[src/rtl/disp_mux_pkg.sv]
// disp_mux_pkg: shared state encoding and active-low segment constants for the display mux
package disp_mux_pkg;
  typedef enum logic {BLANK = 1'b0, SHOW = 1'b1} state_e;
  localparam logic [6:0] SEG_0 = 7'h40;
  localparam logic [6:0] SEG_1 = 7'h79;
  localparam logic [6:0] SEG_2 = 7'h24;
  localparam logic [6:0] SEG_3 = 7'h30;
  localparam logic [6:0] SEG_4 = 7'h19;
  localparam logic [6:0] SEG_5 = 7'h12;
  localparam logic [6:0] SEG_6 = 7'h02;
  localparam logic [6:0] SEG_7 = 7'h78;
  localparam logic [6:0] SEG_8 = 7'h00;
  localparam logic [6:0] SEG_9 = 7'h10;
  localparam logic [6:0] SEG_A = 7'h08;
  localparam logic [6:0] SEG_B = 7'h03;
  localparam logic [6:0] SEG_C = 7'h46;
  localparam logic [6:0] SEG_D = 7'h21;
  localparam logic [6:0] SEG_E = 7'h06;
  localparam logic [6:0] SEG_F = 7'h0E;
  localparam logic [6:0] SEG_OFF = 7'h7F;
  localparam logic [3:0] SEL_OFF = 4'hF;
endpackage

[src/rtl/disp_mux_seg7_dec.sv]
// seg7_dec: hex nibble to active-low 7-segment pattern (g..a)
module seg7_dec
  import disp_mux_pkg::*;
(
  input  logic [3:0] nib_i,
  output logic [6:0] seg_o
);
  // table lookup of the shared segment constants
  always_comb begin
    case (nib_i)
      4'h0: seg_o = SEG_0;
      4'h1: seg_o = SEG_1;
      4'h2: seg_o = SEG_2;
      4'h3: seg_o = SEG_3;
      4'h4: seg_o = SEG_4;
      4'h5: seg_o = SEG_5;
      4'h6: seg_o = SEG_6;
      4'h7: seg_o = SEG_7;
      4'h8: seg_o = SEG_8;
      4'h9: seg_o = SEG_9;
      4'hA: seg_o = SEG_A;
      4'hB: seg_o = SEG_B;
      4'hC: seg_o = SEG_C;
      4'hD: seg_o = SEG_D;
      4'hE: seg_o = SEG_E;
      default: seg_o = SEG_F;
    endcase
  end
endmodule

[src/rtl/disp_mux.sv]
// disp_mux: memory-mapped 4-digit multiplexed hex display driver (optional DISP_LZ_BLANK_EN leading-zero blanking)
module disp_mux
  import disp_mux_pkg::*;
#(
  parameter int DATA_W    = 16,
  parameter int SHOW_CYC  = 50000,
  parameter int BLANK_CYC = 500,
  parameter int CNT_W     = 16
) (
  input  logic              clk,
  input  logic              rst,
  input  logic              sel,
  input  logic              we,
  input  logic              addr,
  input  logic [DATA_W-1:0] data_in,
  output logic [DATA_W-1:0] data_out,
  output logic [7:0]        Disp,
  output logic [3:0]        Disp_sel
);
  logic [DATA_W-1:0] value_q;
  logic [3:0]        dp_q;
  state_e            state_q, state_d;
  logic [1:0]        digit_q, digit_d;
  logic [CNT_W-1:0]  cnt_q, cnt_d;
  logic [7:0]        disp_q, disp_d;
  logic [3:0]        sel_q, sel_d;
  logic [3:0]        nib;
  logic [6:0]        seg;
  logic              lead_zero;

  assign nib      = value_q[{digit_q, 2'b00} +: 4];
  assign data_out = value_q;
  assign Disp     = disp_q;
  assign Disp_sel = sel_q;

  seg7_dec u_dec (.nib_i(nib), .seg_o(seg));

`ifdef DISP_LZ_BLANK_EN
  assign lead_zero = (digit_q != 2'd0) && ((value_q >> {digit_q, 2'b00}) == '0);
`else
  assign lead_zero = 1'b0;
`endif

  // scan sequencing: blank gap, then lit digit, advancing the digit after each lit phase
  always_comb begin
    state_d = state_q;
    cnt_d   = cnt_q + 1'b1;
    digit_d = digit_q;
    if (state_q == BLANK && cnt_q == CNT_W'(BLANK_CYC - 1)) begin
      state_d = SHOW;
      cnt_d   = '0;
    end else if (state_q == SHOW && cnt_q == CNT_W'(SHOW_CYC - 1)) begin
      state_d = BLANK;
      cnt_d   = '0;
      digit_d = digit_q + 1'b1;
    end
  end

  // output pattern for the current state and digit, registered below
  always_comb begin
    disp_d = (state_q == SHOW) ? {~dp_q[digit_q], lead_zero ? SEG_OFF : seg} : {1'b1, SEG_OFF};
    sel_d  = (state_q == SHOW) ? ~(4'b0001 << digit_q) : SEL_OFF;
  end

  // bus registers, scan state and registered display outputs
  always_ff @(posedge clk) begin
    if (rst) begin
      value_q <= '0;
      dp_q    <= '0;
      state_q <= BLANK;
      digit_q <= '0;
      cnt_q   <= '0;
      disp_q  <= {1'b1, SEG_OFF};
      sel_q   <= SEL_OFF;
    end else begin
      if (sel && we && !addr) value_q <= data_in;
      if (sel && we && addr) dp_q <= data_in[3:0];
      state_q <= state_d;
      digit_q <= digit_d;
      cnt_q   <= cnt_d;
      disp_q  <= disp_d;
      sel_q   <= sel_d;
    end
  end
endmodule

[config.mk]
export PLATFORM = sky130hd
export DESIGN_NAME = disp_mux
export DESIGN_NICKNAME = d
export VERILOG_FILES = /design/src/rtl/disp_mux_pkg.sv /design/src/rtl/disp_mux_seg7_dec.sv /design/src/rtl/disp_mux.sv
export SDC_FILE = /design/constraint.sdc
export NUM_CORES = 1
export LEC_CHECK = 0
export CORE_MARGIN = 2
export CORE_UTILIZATION = 30
export DETAILED_ROUTE_END_ITERATION = 6
export PLACE_DENSITY = 0.57
export SYNTH_ARGS = -nofsm -noshare
export SYNTH_HDL_FRONTEND = slang
export SYNTH_SLANG_ARGS = --single-unit
[constraint.sdc]
create_clock -name clk -period 5.3 [get_ports clk]
set_clock_uncertainty 0.2 [all_clocks]
set_input_delay 1.325 -clock clk [delete_from_list [all_inputs] [get_ports clk]]
set_output_delay 1.325 -clock clk [all_outputs]
set_load 0.05 [all_outputs]
; ---- After elaboration in Yosys (flattened, before gate mapping)
; Memory sizes are Yosys's and may differ from the RTL's. A register that Yosys moved wholly into a read port is not among the register bits.
; Index checks and enable logic that the tools add are counted.
[op_classes]
addsub = 2
shift = 2
bitwise_logic = 4
reduce_logical = 10
order_cmp = 1
eq_ne = 2
muxes = 4
[op_table]
columns = op, n
row1 = "16-bit by 1-bit adder with 16-bit output, second input constant", 1
row2 = "16-bit == test, second input constant", 1
row3 = "16-bit by 9-bit == test with 1-bit output, second input constant", 1
row4 = 16-bit by 5-bit indexed part select with 4-bit output, 1
row5 = 1-bit logical AND, 5
row6 = 4-bit NOT, 1
row7 = "1-bit by 2-bit left shift with 4-bit output, first input constant", 1
row8 = "2-bit by 3-bit < comparator with 1-bit output, second input constant", 1
row9 = 1-bit two-way mux, 3
row10 = 1-bit NOT, 3
row11 = 3-bit OR reduction, 1
row12 = "2-bit by 1-bit adder with 2-bit output, second input constant", 1
row13 = 1-bit binary-select mux with 2-bit select, 1
row14 = 2-bit AND reduction, 1
row15 = 2-bit nonzero test, 1
row16 = 2-bit OR reduction, 1
row17 = 1-bit zero test, 1
[totals]
inputBits = 21
mem_count = 1
output_inout_bits = 28
mem_bits_ro = 112
elab_cells = 33
register_bits = 51
[mem_list]
columns = name, depth, word_bits, rd, rd_clocked_by_memory_dff, write_ports, line_no
row1 = (name not given), 16, 7, 1, 1, 0, disp_mux_seg7_dec.sv:10  ; case (nib_i)

; ---- Longest topological paths before layout
[logic_depth]
word_depth = 4
ltp_mapped = 7
ltp_nobuf = 6

; ---- Cells and area by module
; A second synthesis with hierarchy kept.
[hier_totals]
cells_unflattened = 256
hier_area_um2 = 2338.5
[modules_own_cells]
columns = mod, cells_each, area_each_um2, n_inst
row1 = disp_mux, 221, 2068.2, 1
row2 = seg7_dec, 35, 270.3, 1

; ---- Least setup slack after synthesis
; No wires, ideal clock.
[synth_timing]
path_type = input port to flip-flop
from = input sel
to = register value_q[5] (netlist: data_out[5])
slack_ns = 2.852
path_buffers = 2
setup_ns = 0.132
arrival_ns = 2.116
stages = 6
path_cell_list = nand2_1 > or2_2 > clkbuf_1 > clkbuf_1 > nand2_1 > a21oi_1
[synth_via]
elab_chain_cells = 2
[synth_lines]
columns = element, line_no
row1 = from (decl), disp_mux.sv:12  ; input logic sel,
row2 = 1-bit logical AND (2 in a row), disp_mux.sv:76  ; if (sel && we && !addr) value_q <= data_in;
row3 = to (signal assigned), disp_mux.sv:76
row4 = to (decl), disp_mux.sv:20  ; logic [DATA_W-1:0] value_q;
; No other way between the ends.
; A chain may end at the register's enable or synchronous reset.

; ---- Worst setup path in the final report
[layout_timing]
from = input rst
to = register disp_q[3] (netlist: Disp[3])
[layout_via]
elab_chain_cells = 1
[layout_lines]
columns = element, line_no
row1 = from (decl), disp_mux.sv:11  ; input logic rst,
row2 = 2-bit OR reduction (no source line), n/a
row3 = to (decl), disp_mux.sv:25  ; logic [7:0] disp_q, disp_d;
; No other way between the ends.

==> out/summary.md <==
The flow ran to the end, and the final reports show no timing, DRC or antenna violations. The clock passes through at most 2 buffers. In this run, the number of DRC markers left after iteration 0 of detailed routing was 119. The critical path is of the input port to flip-flop type. The power per standard cell area works out to 233 mW/mm2. Once detailed placement completed, the half-perimeter wirelength came to 3690 um.

The layout cell share with drive strength beyond 1 works out to 5.72%. For the wire length of the first global-routing pass, the log shows 8490 um. Of the total power, combinational logic draws 9.8%.

The number of global-route vias before repair is 1827, and the routed wire length is 5040 um. At the pin with the least slew margin, the transition time is 980 ps. The commonest cells after synthesis are sky130_fd_sc_hd__dfxtp_1 (51), sky130_fd_sc_hd__nand2_1 (44), sky130_fd_sc_hd__a21oi_1 (20). The internal portion of the total power is 515 uW. The share of flip-flops with an asynchronous set or reset works out to 0%.

In this run, the clock network consumes 32.4% of the power. The overall die area was 0.00843 mm2. The weighted congestion reported at the end of routability-driven placement is 0.801. The clock reaches the later pin of the worst-skew pair after 300 ps.

Once the floorplan was initialized, standard cells occupied 30.4% of the core. The worst pin sits at a relative slew slack of 34.4%. The area added between synthesis and finish is 27.2%. For the net switching power, the log shows 170 uW.

The tools report the element type at the critical path start as an input port. TritonCTS created 5 clock buffers. The final route contains 1904 vias. The number of cells in the finished layout apart from fillers came out at 399.

The endpoint required time on the critical path is 5290 ps, and the hold slack is 279 ps. Across the VDD grid, the largest voltage drop is 0.114 mV. For this run, the post-layout net count is 328.

The most used flip-flop cell after synthesis is sky130_fd_sc_hd__dfxtp_1. In this run the cell area of the synthesized design comes to 0.00231 mm2. Across every metal layer, demand over resource in global routing totals 12.5%. The height of the chip was 91.8 um; the maximum number of pins on one net before global-route repair was 27. For the count of unique library cells instantiated by Yosys, the log shows 41. For this run, design rule violations remaining after detail routing come to 0. The cell with the most instances after synthesis was sky130_fd_sc_hd__dfxtp_1. Counting every sink on the clock net gives 51. Setup repair after global routing left no endpoint under its margin.

The number of hold buffers added after CTS was 0. Along the worst hold path, the cell count comes to 2. Post-cts repair resize count: 0. The smallest setup slack after layout was 2050 ps; the antenna diode count was 0. The tools report the buffer type at the clock tree root as sky130_fd_sc_hd__clkbuf_8. The remaining antenna violation count after routing was 0; the number of endpoints with negative hold slack in the final report was 0.

The count of input and output buffers was 48; the fmax was 0.308 GHz. The run gives 32 as the number of rows created at floorplan. The design area was 0.00294 mm2; the area share of the largest cell type after synthesis was 44.1%. Net switching is 24.8% of the power.

Post-CTS timing repair inserted 0 buffers for setup. For the global route total overflow, the log shows 0. The shortest clock period the worst path allows after layout is 3250 ps, and the number of flip-flops and latches in the synthesized netlist is 51. The number of nets in the synthesized netlist is 286, and the final clock period utilization by the worst path is 61.3%.

In this run the critical register-to-register path is captured at Disp[5]. The max-slew violation total from the final report was 0. After routing, the total negative slack on setup checks comes to 0 ps. In this run the register-to-register setup slack is 2910 ps. The critical path starts at rst. Clock transition at the registers of the reported paths: 100 ps.

The most critical setup path has its endpoint at Disp[3]. The number of antenna violations at the first check in global routing is 0, and the number of enable-type register cells in the synthesized netlist is 0. Setup violations remaining at the end of the flow were counted as 0.

The startpoint identified for the worst register-to-register timing path is digit_q[0]. The placed standard-cell area is 0.00285 mm2, and the number of H-tree levels is 2. The post-detailed-route via-to-cell ratio works out to 4.77.

Ranked by total cell area, the synthesized netlist is headed by sky130_fd_sc_hd__dfxtp_1 (44%), sky130_fd_sc_hd__nand2_1 (7.1%), sky130_fd_sc_hd__ha_1 (5.9%). During I/O placement, the number of pins put on the boundary was 49. Sequential elements use 44.1% of the synthesized area. The maximum net fanout on the critical path is 26. The first detailed-routing pass took 4 iterations. The average wire per cell in the routed design is 12.6 um. The run gives 254 as the synthesized instance count. The depth of the worst register-to-register path is 5.

TritonCTS built the clock tree. The logs give 38.7% for the final core utilization and 391 for the post-placement cell count. The arrival time at the worst endpoint is 3240 ps.

STA classifies the critical path endpoint as a flip-flop. The tools report the core box area as 0.00761 mm2. Summed over all cells, the static leakage comes to 0.969 nW. The tools report the worst setup slack after placement as 1670 ps. The part of the total power dissipated in sequential elements came out at 57.8%.

For the warning count from the yosys run, the log shows 0. The overall power was 685 uW; the horizontal die dimension was 91.8 um. The worst hold path belongs to the class flip-flop to flip-flop. The biggest area contributor in the post-synthesis netlist is sky130_fd_sc_hd__dfxtp_1. Averaged over all synthesized cells, the footprint is 9.11 um2.

Max-cap violations in this run came to 0.
[final cells by class]
| class | instances | area [um2] |
|---|---|---|
| tap | 102 | 128 |
| inverter | 7 | 26.3 |
| sequential | 51 | 1020 |
| multi-input combinational | 183 | 1200 |
| fill | 785 | 4660 |
| clock inverter | 2 | 17.5 |
| timing repair buffer | 48 | 480 |
| clock buffer | 6 | 72.6 |
[power by group through the flow]
| stage | logic, mW | clock network [mW] | registers [mW] |
|---|---|---|---|
| 2_1_floorplan | 0.0269 | 0 | 0.417 |
| 6_report | 0.0671 | 0.222 | 0.396 |
| 5_1_grt | 0.0726 | 0.250 | 0.397 |
| 3_5_place_dp | 0.0674 | 0 | 0.405 |
| 3_3_place_gp | 0.0671 | 0 | 0.405 |
| 4_1_cts | 0.0677 | 0.233 | 0.396 |
[worst min path at each step]
stage                              end          from  slack [ps]
final                      data_out[1]   data_out[1]         280
after global routing      data_out[15]  data_out[15]         300
after CTS                  data_out[4]   data_out[4]         280
after detailed placement   data_out[4]   data_out[4]         270
after global placement     data_out[8]   data_out[8]         260
after floorplan                dp_q[2]       dp_q[2]         260
[routing by layer]
metal  track usage, %  share of wire (%)  wire, um
met1             16.9                 52      2600
met2             20.1                 44      2240
met3             2.55                3.3       166
met4             3.61               0.73        37
met5                0                  0         0
[worst max-delay path: stages]
cell                              delay (ps)
sky130_fd_sc_hd__clkdlybuf4s50_1         880
sky130_fd_sc_hd__nor2b_1                 690
sky130_fd_sc_hd__o2111ai_1               190
sky130_fd_sc_hd__o31a_1                  150
[registers in the layout, summed over array words and instances, names as in the netlist]
| register | count |
|---|---|
| Disp | 8 |
| Disp_sel | 4 |
| cnt_q | 16 |
| data_out | 16 |
| digit_q | 2 |
| dp_q | 4 |
| state_q | 1 |
[cells by family (layout without fill, tap and decap cells)]
group	after synthesis	count (layout)	synth area share, %
xor gates and xnor gates	13	13	4.92
DFF	51	51	44.1
buffers and inverters	20	63	4.11
AOI/OAI and AO/OA	37	37	9.79
muxes	11	11	7.52
adders and majority gates	11	11	5.95
and+or+nand+nor	111	111	23.6
[cells in the final DEF (no fill, tap or decap), drive strengths merged, types with 7 or more instances in the layout]
master / n
a21oi: 20
clkdlybuf4s50: 48
dfxtp: 51
ha: 11
inv: 7
nand2: 44
nand3: 11
nor2: 11
nor3: 17
xnor2: 9
(Power assumes the default switching activity.)
